<file path="src/rtl/pgmflash_pkg.sv">
// Shared definitions for the pgmflash ROM data path.
//
// Contents:
//   ROM_AW        ROM byte address width (512 KiB part).
//   CMD_RD/CMD_WR command type encoding used between the port logic and the
//                 ROM cycle sequencer.
//   cyc_state_e   state encoding of the ROM cycle FSM (also exported for debug).
//   PORT_*        ZX IO port addresses decoded upstream (shared with the bench).
//   next_phase()  0->1->2->0 step of the three-phase address loader.
package pgmflash_pkg;

    localparam int ROM_AW = 19;

    localparam logic CMD_RD = 1'b0;
    localparam logic CMD_WR = 1'b1;

    localparam logic [7:0] PORT_CTRL = 8'h33;
    localparam logic [7:0] PORT_AUX  = 8'h3B;
    localparam logic [7:0] PORT_ADDR = 8'hB3;
    localparam logic [7:0] PORT_DATA = 8'hBB;

    typedef enum logic [2:0] {
        CYC_IDLE  = 3'd0,
        CYC_REQ   = 3'd1,
        CYC_SETUP = 3'd2,
        CYC_STB   = 3'd3,
        CYC_HOLD  = 3'd4
    } cyc_state_e;

    function automatic logic [1:0] next_phase(input logic [1:0] phase);
        return (phase == 2'd2) ? 2'd0 : phase + 2'd1;
    endfunction

endpackage

</file>
<file path="src/rtl/rom_cyc_seq.sv">
// Single-byte ROM bus cycle sequencer.
//
// Runs one READ or WRITE on the shared ROM bus per accepted command:
// IDLE -> REQ (wait bus_gnt) -> SETUP (SETUP_CYC) -> STB (STB_CYC) -> HOLD (1).
//
// Ports:
//   clk, rst          clock, synchronous active-high reset
//   cmd_valid/ready   command handshake (see below)
//   cmd_type          CMD_RD / CMD_WR
//   cmd_addr          ROM byte address of the command
//   cmd_data          write data (ignored for reads)
//   rd_data/rd_valid  read byte; rd_valid pulses on the last strobe cycle
//   bus_req/bus_gnt   ROM bus request to the arbiter / grant
//   mem_*, romcs_n,
//   memoe_n, memwe_n  ROM pin drive (all registered)
//   state_dbg         current FSM state
//
// Handshake: a command transfers on a cycle where cmd_valid && cmd_ready are
// both high. cmd_ready is high in IDLE and in HOLD; accepting in HOLD chains
// straight back into REQ with bus_req still asserted. cmd_* must be stable
// while cmd_valid is high; rd_valid is a single-cycle pulse with no backpressure.
module rom_cyc_seq
    import pgmflash_pkg::*;
#(
    parameter int AW        = ROM_AW,
    parameter int STB_CYC   = 3,
    parameter int SETUP_CYC = 1
) (
    input  logic          clk,
    input  logic          rst,
    input  logic          cmd_valid,
    input  logic          cmd_type,
    input  logic [AW-1:0] cmd_addr,
    input  logic [7:0]    cmd_data,
    output logic          cmd_ready,
    output logic [7:0]    rd_data,
    output logic          rd_valid,
    input  logic          bus_gnt,
    output logic          bus_req,
    output logic [AW-1:0] mem_a,
    output logic [7:0]    mem_dout,
    output logic          mem_doe,
    input  logic [7:0]    mem_din,
    output logic          romcs_n,
    output logic          memoe_n,
    output logic          memwe_n,
    output cyc_state_e    state_dbg
);

    localparam int CW = 8;
    localparam logic [CW-1:0] SETUP_LAST = CW'(SETUP_CYC - 1);
    localparam logic [CW-1:0] STB_LAST   = CW'(STB_CYC - 1);

    cyc_state_e    state_q, state_d;
    logic [CW-1:0] cnt_q, cnt_d;
    logic          type_q, type_d;
    logic [AW-1:0] addr_q, addr_d;
    logic [7:0]    data_q, data_d;
    logic          bus_req_q, bus_req_d;
    logic          mem_doe_q, mem_doe_d;
    logic          romcs_n_q, romcs_n_d;
    logic          memoe_n_q, memoe_n_d;
    logic          memwe_n_q, memwe_n_d;

    always_comb begin
        state_d   = state_q;
        cnt_d     = cnt_q;
        type_d    = type_q;
        addr_d    = addr_q;
        data_d    = data_q;
        bus_req_d = bus_req_q;
        mem_doe_d = mem_doe_q;
        romcs_n_d = romcs_n_q;
        memoe_n_d = memoe_n_q;
        memwe_n_d = memwe_n_q;
        cmd_ready = 1'b0;
        rd_valid  = 1'b0;

        case (state_q)
            CYC_IDLE: begin
                cmd_ready = 1'b1;
                if (cmd_valid) begin
                    type_d    = cmd_type;
                    addr_d    = cmd_addr;
                    data_d    = cmd_data;
                    bus_req_d = 1'b1;
                    state_d   = CYC_REQ;
                end
            end
            CYC_REQ: begin
                if (bus_gnt) begin
                    romcs_n_d = 1'b0;
                    mem_doe_d = (type_q == CMD_WR);
                    cnt_d     = '0;
                    state_d   = CYC_SETUP;
                end
            end
            CYC_SETUP: begin
                if (cnt_q == SETUP_LAST) begin
                    cnt_d     = '0;
                    memoe_n_d = (type_q != CMD_RD);
                    memwe_n_d = (type_q != CMD_WR);
                    state_d   = CYC_STB;
                end else begin
                    cnt_d = cnt_q + 1'b1;
                end
            end
            CYC_STB: begin
                if (cnt_q == STB_LAST) begin
                    // mem_din is sampled on the edge that ends the strobe.
                    rd_valid  = (type_q == CMD_RD);
                    memoe_n_d = 1'b1;
                    memwe_n_d = 1'b1;
                    state_d   = CYC_HOLD;
                end else begin
                    cnt_d = cnt_q + 1'b1;
                end
            end
            CYC_HOLD: begin
                // Strobe is already high; CE and data drive end on this edge.
                cmd_ready = 1'b1;
                romcs_n_d = 1'b1;
                mem_doe_d = 1'b0;
                if (cmd_valid) begin
                    type_d  = cmd_type;
                    addr_d  = cmd_addr;
                    data_d  = cmd_data;
                    state_d = CYC_REQ;
                end else begin
                    bus_req_d = 1'b0;
                    state_d   = CYC_IDLE;
                end
            end
            default: begin
                state_d = CYC_IDLE;
            end
        endcase
    end

    always_ff @(posedge clk) begin
        if (rst) begin
            state_q   <= CYC_IDLE;
            cnt_q     <= '0;
            type_q    <= CMD_RD;
            addr_q    <= '0;
            data_q    <= '0;
            bus_req_q <= 1'b0;
            mem_doe_q <= 1'b0;
            romcs_n_q <= 1'b1;
            memoe_n_q <= 1'b1;
            memwe_n_q <= 1'b1;
        end else begin
            state_q   <= state_d;
            cnt_q     <= cnt_d;
            type_q    <= type_d;
            addr_q    <= addr_d;
            data_q    <= data_d;
            bus_req_q <= bus_req_d;
            mem_doe_q <= mem_doe_d;
            romcs_n_q <= romcs_n_d;
            memoe_n_q <= memoe_n_d;
            memwe_n_q <= memwe_n_d;
        end
    end

    // Address and data only change on command acceptance (IDLE or HOLD exit),
    // so they are stable for the whole time romcs_n is low.
    assign mem_a     = addr_q;
    assign mem_dout  = data_q;
    assign mem_doe   = mem_doe_q;
    assign bus_req   = bus_req_q;
    assign romcs_n   = romcs_n_q;
    assign memoe_n   = memoe_n_q;
    assign memwe_n   = memwe_n_q;
    assign rd_data   = mem_din;
    assign state_dbg = state_q;

endmodule

</file>
<file path="src/rtl/pgmflash_rom_port.sv">
// ZX port 0xB3/0xBB data path of the pgmflash design.
//
// Keeps the three-phase ROM address loader (0xB3), the auto-incrementing
// ROM address, a single-entry pending command slot, the read latch returned
// on 0xBB reads (one-deep read pipeline) and the sticky overrun flag. ROM
// bus cycles themselves are run by rom_cyc_seq.
//
// Ports:
//   clk, rst        clk_fpga, synchronous active-high reset
//   addr_wr_stb     ZX write to 0xB3 (1-cycle pulse)
//   data_wr_stb     ZX write to 0xBB (1-cycle pulse)
//   data_rd_stb     start of ZX read of 0xBB (1-cycle pulse)
//   init_stb        write of 0x33 with bit7 set (1-cycle pulse)
//   zx_din          ZX write data, valid with the strobes
//   zx_dout         byte returned for a 0xBB read (read latch)
//   bus_req/bus_gnt ROM bus request / synchronised grant
//   mem_a, mem_dout,
//   mem_doe, mem_din,
//   romcs_n, memoe_n,
//   memwe_n         shared ROM bus
//   busy            cycle running or command pending
//   overrun         sticky: a command was dropped (cleared by init_stb/rst)
//
// AW must lie in 17..24: the third loader phase fills rom_addr[AW-1:16].
module pgmflash_rom_port
    import pgmflash_pkg::*;
#(
    parameter int AW        = ROM_AW,
    parameter int STB_CYC   = 3,
    parameter int SETUP_CYC = 1
) (
    input  logic          clk,
    input  logic          rst,
    input  logic          addr_wr_stb,
    input  logic          data_wr_stb,
    input  logic          data_rd_stb,
    input  logic          init_stb,
    input  logic [7:0]    zx_din,
    output logic [7:0]    zx_dout,
    output logic          bus_req,
    input  logic          bus_gnt,
    output logic [AW-1:0] mem_a,
    output logic [7:0]    mem_dout,
    output logic          mem_doe,
    input  logic [7:0]    mem_din,
    output logic          romcs_n,
    output logic          memoe_n,
    output logic          memwe_n,
    output logic          busy,
    output logic          overrun
);

    logic [AW-1:0] rom_addr_q, rom_addr_d;
    logic [1:0]    phase_q, phase_d;
    logic [7:0]    rd_latch_q, rd_latch_d;
    logic          overrun_q, overrun_d;
    logic          pend_valid_q, pend_valid_d;
    logic          pend_type_q, pend_type_d;
    logic [AW-1:0] pend_addr_q, pend_addr_d;
    logic [7:0]    pend_data_q, pend_data_d;

    logic          new_cmd;
    logic          new_type;
    logic          cmd_valid;
    logic          cmd_type;
    logic [AW-1:0] cmd_addr;
    logic [7:0]    cmd_data;
    logic          cmd_ready;
    logic [7:0]    rd_data;
    logic          rd_valid;
    cyc_state_e    seq_state;

    always_comb begin
        rom_addr_d   = rom_addr_q;
        phase_d      = phase_q;
        rd_latch_d   = rd_latch_q;
        overrun_d    = overrun_q;
        pend_valid_d = pend_valid_q;
        pend_type_d  = pend_type_q;
        pend_addr_d  = pend_addr_q;
        pend_data_d  = pend_data_q;

        new_cmd  = data_wr_stb | data_rd_stb;
        new_type = data_wr_stb ? CMD_WR : CMD_RD;

        // The pending slot is older than any new strobe, so it always goes
        // first; a new command only bypasses the slot when the slot is empty.
        cmd_valid = pend_valid_q | new_cmd;
        if (pend_valid_q) begin
            cmd_type = pend_type_q;
            cmd_addr = pend_addr_q;
            cmd_data = pend_data_q;
        end else begin
            cmd_type = new_type;
            cmd_addr = rom_addr_q;
            cmd_data = zx_din;
        end

        if (pend_valid_q && cmd_ready) begin
            pend_valid_d = 1'b0;
        end

        if (new_cmd) begin
            // The address advances even when the command is dropped, so the
            // host's view of the address never depends on engine timing.
            rom_addr_d = rom_addr_q + AW'(1);
            phase_d    = 2'd0;
            if (pend_valid_q && !cmd_ready) begin
                overrun_d = 1'b1;
            end else if (pend_valid_q || !cmd_ready) begin
                pend_valid_d = 1'b1;
                pend_type_d  = new_type;
                pend_addr_d  = rom_addr_q;
                pend_data_d  = zx_din;
            end
        end else if (addr_wr_stb) begin
            case (phase_q)
                2'd0:    rom_addr_d[7:0]     = zx_din;
                2'd1:    rom_addr_d[15:8]    = zx_din;
                default: rom_addr_d[AW-1:16] = zx_din[AW-17:0];
            endcase
            phase_d = next_phase(phase_q);
        end

        if (init_stb) begin
            phase_d   = 2'd0;
            overrun_d = 1'b0;
        end

        if (rd_valid) begin
            rd_latch_d = rd_data;
        end
    end

    always_ff @(posedge clk) begin
        if (rst) begin
            rom_addr_q   <= '0;
            phase_q      <= 2'd0;
            rd_latch_q   <= 8'hFF;
            overrun_q    <= 1'b0;
            pend_valid_q <= 1'b0;
            pend_type_q  <= CMD_RD;
            pend_addr_q  <= '0;
            pend_data_q  <= '0;
        end else begin
            rom_addr_q   <= rom_addr_d;
            phase_q      <= phase_d;
            rd_latch_q   <= rd_latch_d;
            overrun_q    <= overrun_d;
            pend_valid_q <= pend_valid_d;
            pend_type_q  <= pend_type_d;
            pend_addr_q  <= pend_addr_d;
            pend_data_q  <= pend_data_d;
        end
    end

    rom_cyc_seq #(
        .AW        (AW),
        .STB_CYC   (STB_CYC),
        .SETUP_CYC (SETUP_CYC)
    ) u_seq (
        .clk       (clk),
        .rst       (rst),
        .cmd_valid (cmd_valid),
        .cmd_type  (cmd_type),
        .cmd_addr  (cmd_addr),
        .cmd_data  (cmd_data),
        .cmd_ready (cmd_ready),
        .rd_data   (rd_data),
        .rd_valid  (rd_valid),
        .bus_gnt   (bus_gnt),
        .bus_req   (bus_req),
        .mem_a     (mem_a),
        .mem_dout  (mem_dout),
        .mem_doe   (mem_doe),
        .mem_din   (mem_din),
        .romcs_n   (romcs_n),
        .memoe_n   (memoe_n),
        .memwe_n   (memwe_n),
        .state_dbg (seq_state)
    );

    assign zx_dout = rd_latch_q;
    assign overrun = overrun_q;
    assign busy    = (seq_state != CYC_IDLE) | pend_valid_q;

endmodule

</file>
<file path="config.mk">
export PLATFORM = sky130hd
export DESIGN_NAME = pgmflash_rom_port
export DESIGN_NICKNAME = d
export VERILOG_FILES = /design/src/rtl/pgmflash_pkg.sv /design/src/rtl/rom_cyc_seq.sv /design/src/rtl/pgmflash_rom_port.sv
export SDC_FILE = /design/constraint.sdc
export NUM_CORES = 1
export LEC_CHECK = 0
export ABC_AREA = 1
export CAP_MARGIN = 10
export CORE_ASPECT_RATIO = 1.1
export CORE_MARGIN = 1.5
export CORE_UTILIZATION = 52
export CTS_BUF_LIST = sky130_fd_sc_hd__clkbuf_4
export DETAILED_ROUTE_END_ITERATION = 7
export HOLD_SLACK_MARGIN = 0.15
export PLACE_DENSITY = 0.77
export SLEW_MARGIN = 10
export SYNTH_ARGS = -nofsm -noshare
export SYNTH_HDL_FRONTEND = slang
export SYNTH_SLANG_ARGS = --single-unit
</file>
<file path="constraint.sdc">
create_clock -name clk -period 1.9 [get_ports clk]
set_input_delay 0.285 -clock clk [delete_from_list [all_inputs] [get_ports clk]]
set_output_delay 0.285 -clock clk [all_outputs]
set_load 0.05 [all_outputs]
</file>
==> results.sh <==
export IMPL_run_status="finished with violations"
export IMPL_starting_density_of_the_core=0.539
export IMPL_global_route_overflow_total=0
export IMPL_htree_levels=3
export IMPL_synth_yosys_seq_area_share=0.429
export IMPL_postSynthNetCount=714
export IMPL_die_height_um=104
export IMPL_routed_wirelength_mm=11.6
export IMPL_tritoncts="done"
export IMPL_r2r_setup_slack_ps=230
export IMPL_dp_hpwl_mm=8.11
export IMPL_setup_violations_final=0
export IMPL_syn_instance_count=687
export IMPL_dr_total_vias=4617
export IMPL_number_of_warnings_printed_during_yosys_synthesis=0
export IMPL_drt_vias_per_instance=5.34
export IMPL_cts_reportedPaths_clkPinSlew_ps=170
export IMPL_dieArea_mm2=0.00983
export IMPL_finalHoldViolations=0
export IMPL_max_slew_margin=0.663
export IMPL_finish_utilization=0.637
export IMPL_antenna_violating_nets_left=0
export IMPL_post_cts_setup_buffer_count=0
export IMPL_core_area_mm2=0.00892
export IMPL_violations_in_the_final_reports="DRC"
export IMPL_num_nets_final=771
export IMPL_multi_input_area_mm2=0.00226
export IMPL_finalMaxSlewViolations=0
export IMPL_cts_made_buffers=9
export IMPL_critPathMaxFanout=31
export IMPL_syn_cell_area_mm2=0.00481
export IMPL_synth_distinct_cells=30
export IMPL_reg2reg_to="rom_addr_q[16]"
export IMPL_worst_pin_slew_ps=505
export IMPL_number_of_global_route_vias_before_repair=4216
export IMPL_worstSetupPathType="reg2out"
export IMPL_worstPathArrival_ps=1530
export IMPL_period_share=0.957
export IMPL_gp_congestion=0.962
export IMPL_grt_first_pass_wirelength_mm=19.3
export IMPL_grt_start_max_net_pins=57
export IMPL_vdd_ir_drop_max_v=0.000501
export IMPL_clock_root_buffer="sky130_fd_sc_hd__clkbuf_4"
export IMPL_rr_worst_depth=9
export IMPL_tns_ps=0
export IMPL_antenna_found_initial=1
export IMPL_detail_route_drc_violations=3
export IMPL_finClkSkew_ps=23.7
export IMPL_post_route_cells_drive_above_1_share=0.0641
export IMPL_detail_route_first_pass_iterations=8
export IMPL_critical_path_startpoint="pend_valid_q"
export IMPL_sink_count_of_the_clock_tree=103
export IMPL_timing_hold_worst_start="mem_din[6]"
export IMPL_synthesis_to_finish_area_growth_pct=18.3
export IMPL_leakagePower_nw=2.33
export IMPL_clk_latency_ps=450
export IMPL_fmax_mhz=550
export IMPL_hold_path_class="in2reg"
export IMPL_cts_buffer_depth=2
export IMPL_list_of_cells_traversed_by_the_critical_path="inv_1 -> buf_8 -> nand3_1 -> buf_12"
export IMPL_period_needed_ps=1820
export IMPL_post_drt_wl_per_cell_um=13.5
export IMPL_flip_flop_and_latch_count_after_synthesis=103
export IMPL_cpPeakStageDelay_ps=360
export IMPL_cp_data_required_time_ps=1620
export IMPL_global_route_usage_total=0.243
export IMPL_crit_path_start_kind="flip-flop"
export IMPL_crit_end="busy"
export IMPL_critPathCaptureType="output port"
export IMPL_cellPowerDensity_mw_per_mm2=966
export IMPL_layout_area_seq_mm2=0.00206
export IMPL_num_fill_cells=845
export IMPL_launch_point_of_the_worst_reg_to_reg_path="rom_addr_q[0]"
export IMPL_dr_first_iter_drc_count=307
export IMPL_die_w_um=94.7
export IMPL_number_of_top_level_design_ports=65
export IMPL_crit_path_top_delay_cell="sky130_fd_sc_hd__dfxtp_1"
export IMPL_buffer_ports_inserted=64
export IMPL_syn_area_per_cell_um2=7.00
export IMPL_placement_rows=36
export IMPL_timing_max_cap_violations=0
[routing by layer]
layer / wire [µm] / up-vias / global-route usage
li1: - / 2392 / -
met1: 5170 / 2103 / 0.296
met2: 5770 / 104 / 0.430
met3: 500 / 18 / 0.0404
met4: 176 / 0 / 0.0757
met5: 0 / - / 0
[cells in the mapped netlist (all sizes together)]
cell type,n,area share
o21ai,81,0.086
nand4,6,0.0078
nor2,51,0.049
xor2,1,0.0018
nand2,168,0.13
ha,4,0.010
a21oi,59,0.061
dfxtp,103,0.43
nor3,1,0.0034
o211ai,5,0.0078
a31o,1,0.0018
a31oi,33,0.043
nand3,37,0.039
o22ai,15,0.021
inv,86,0.067
clkbuf,20,0.016
o21bai,2,0.0031
o21a,1,0.0016
buf,13,0.017
[worst min path at each step]
stage / to / slack [ps] / cells after the start
2_1_floorplan: zx_dout[0] / 410 / 2
3_3_place_gp: pend_data_q[4] / 430 / 2
3_5_place_dp: pend_addr_q[5] / 430 / 2
4_1_cts: zx_dout[6] / 360 / 3
5_1_grt: zx_dout[6] / 350 / 3
6_report: zx_dout[6] / 380 / 3
[registers in the layout, summed over array words and instances (netlist names), 2 cells and up]
signal,cells
u_seq.mem_a,19
u_seq.state_dbg,3
rom_addr_q,19
pend_data_q,8
u_seq.cnt_q,8
u_seq.mem_dout,8
zx_dout,8
pend_addr_q,19
phase_q,2
[stage by stage]
step	total power, mW	std cells	cell area [µm²]	hold WS, ps	setup slack [ps]
after floorplan	4.01	687	4810	411	363
after global placement	4.53	847	5580	430	19.4
after detailed placement	4.58	847	5580	435	-74.8
after CTS	5.53	863	5660	362	0.677
after global routing	5.82	864	5690	350	-9.11
final	5.49	864	5690	384	81.3
[where the power goes]
group | total [mW] | internal (mW) | switching [mW] | leakage, nW
Clock | 1.04 | 0.284 | 0.753 | 0.0614
Sequential | 2.65 | 2.47 | 0.178 | 0.845
Combinational | 1.81 | 0.547 | 1.26 | 1.43
Total | 5.49 | 3.30 | 2.19 | 2.33
[cells by family (layout without fill, tap and decap cells)]
kind of cell,after synthesis,in the layout,synth area share
XOR/XNOR,1,1,0.00182
other,0,1,0
AO/OA/AOI/OAI,197,197,0.225
adder cells (fa/ha/maj),4,4,0.0104
flip-flops,103,103,0.429
buffers and inverters,119,181,0.100
AND/OR/NAND/NOR,263,263,0.233
[layout by cell type (no fill, tap or decap), types with 9 or more instances in the layout]
cell type,n
sky130_fd_sc_hd__nand2_1,165
sky130_fd_sc_hd__dfxtp_1,102
sky130_fd_sc_hd__inv_1,82
sky130_fd_sc_hd__o21ai_0,65
sky130_fd_sc_hd__a21oi_1,59
sky130_fd_sc_hd__nor2_1,47
sky130_fd_sc_hd__nand3_1,37
sky130_fd_sc_hd__dlygate4sd2_1,35
sky130_fd_sc_hd__a31oi_1,33
sky130_fd_sc_hd__clkdlybuf4s50_1,22
sky130_fd_sc_hd__o21ai_1,14
sky130_fd_sc_hd__o22ai_1,14
sky130_fd_sc_hd__buf_4,12
sky130_fd_sc_hd__clkbuf_4,9
[repair_timing]
action / 4_1_cts / 5_1_grt
setup endpoints to repair: 36 / 26
pin swaps: 0 / 0
hold buffers: 0 / 0
gates resized for setup: 36 / 10
[critical path: cells and delay by family (launching register included)]
| family | cells | cell delay (ps) |
|---|---|---|
| buf+inv | 3 | 530 |
| flops | 1 | 360 |
| simple gates | 1 | 200 |
[area by class of cell]
class                           count  share of cell area
Sequential cell                   103               0.363
Timing Repair Buffer               79               0.135
Tap cell                          114              0.0251
Clock inverter                      7             0.00946
Multi-Input combinational cell    465               0.398
Antenna cell                        1            0.000440
Inverter                           86              0.0572
Clock buffer                        9              0.0119
Power figures use the tool's default switching activity.
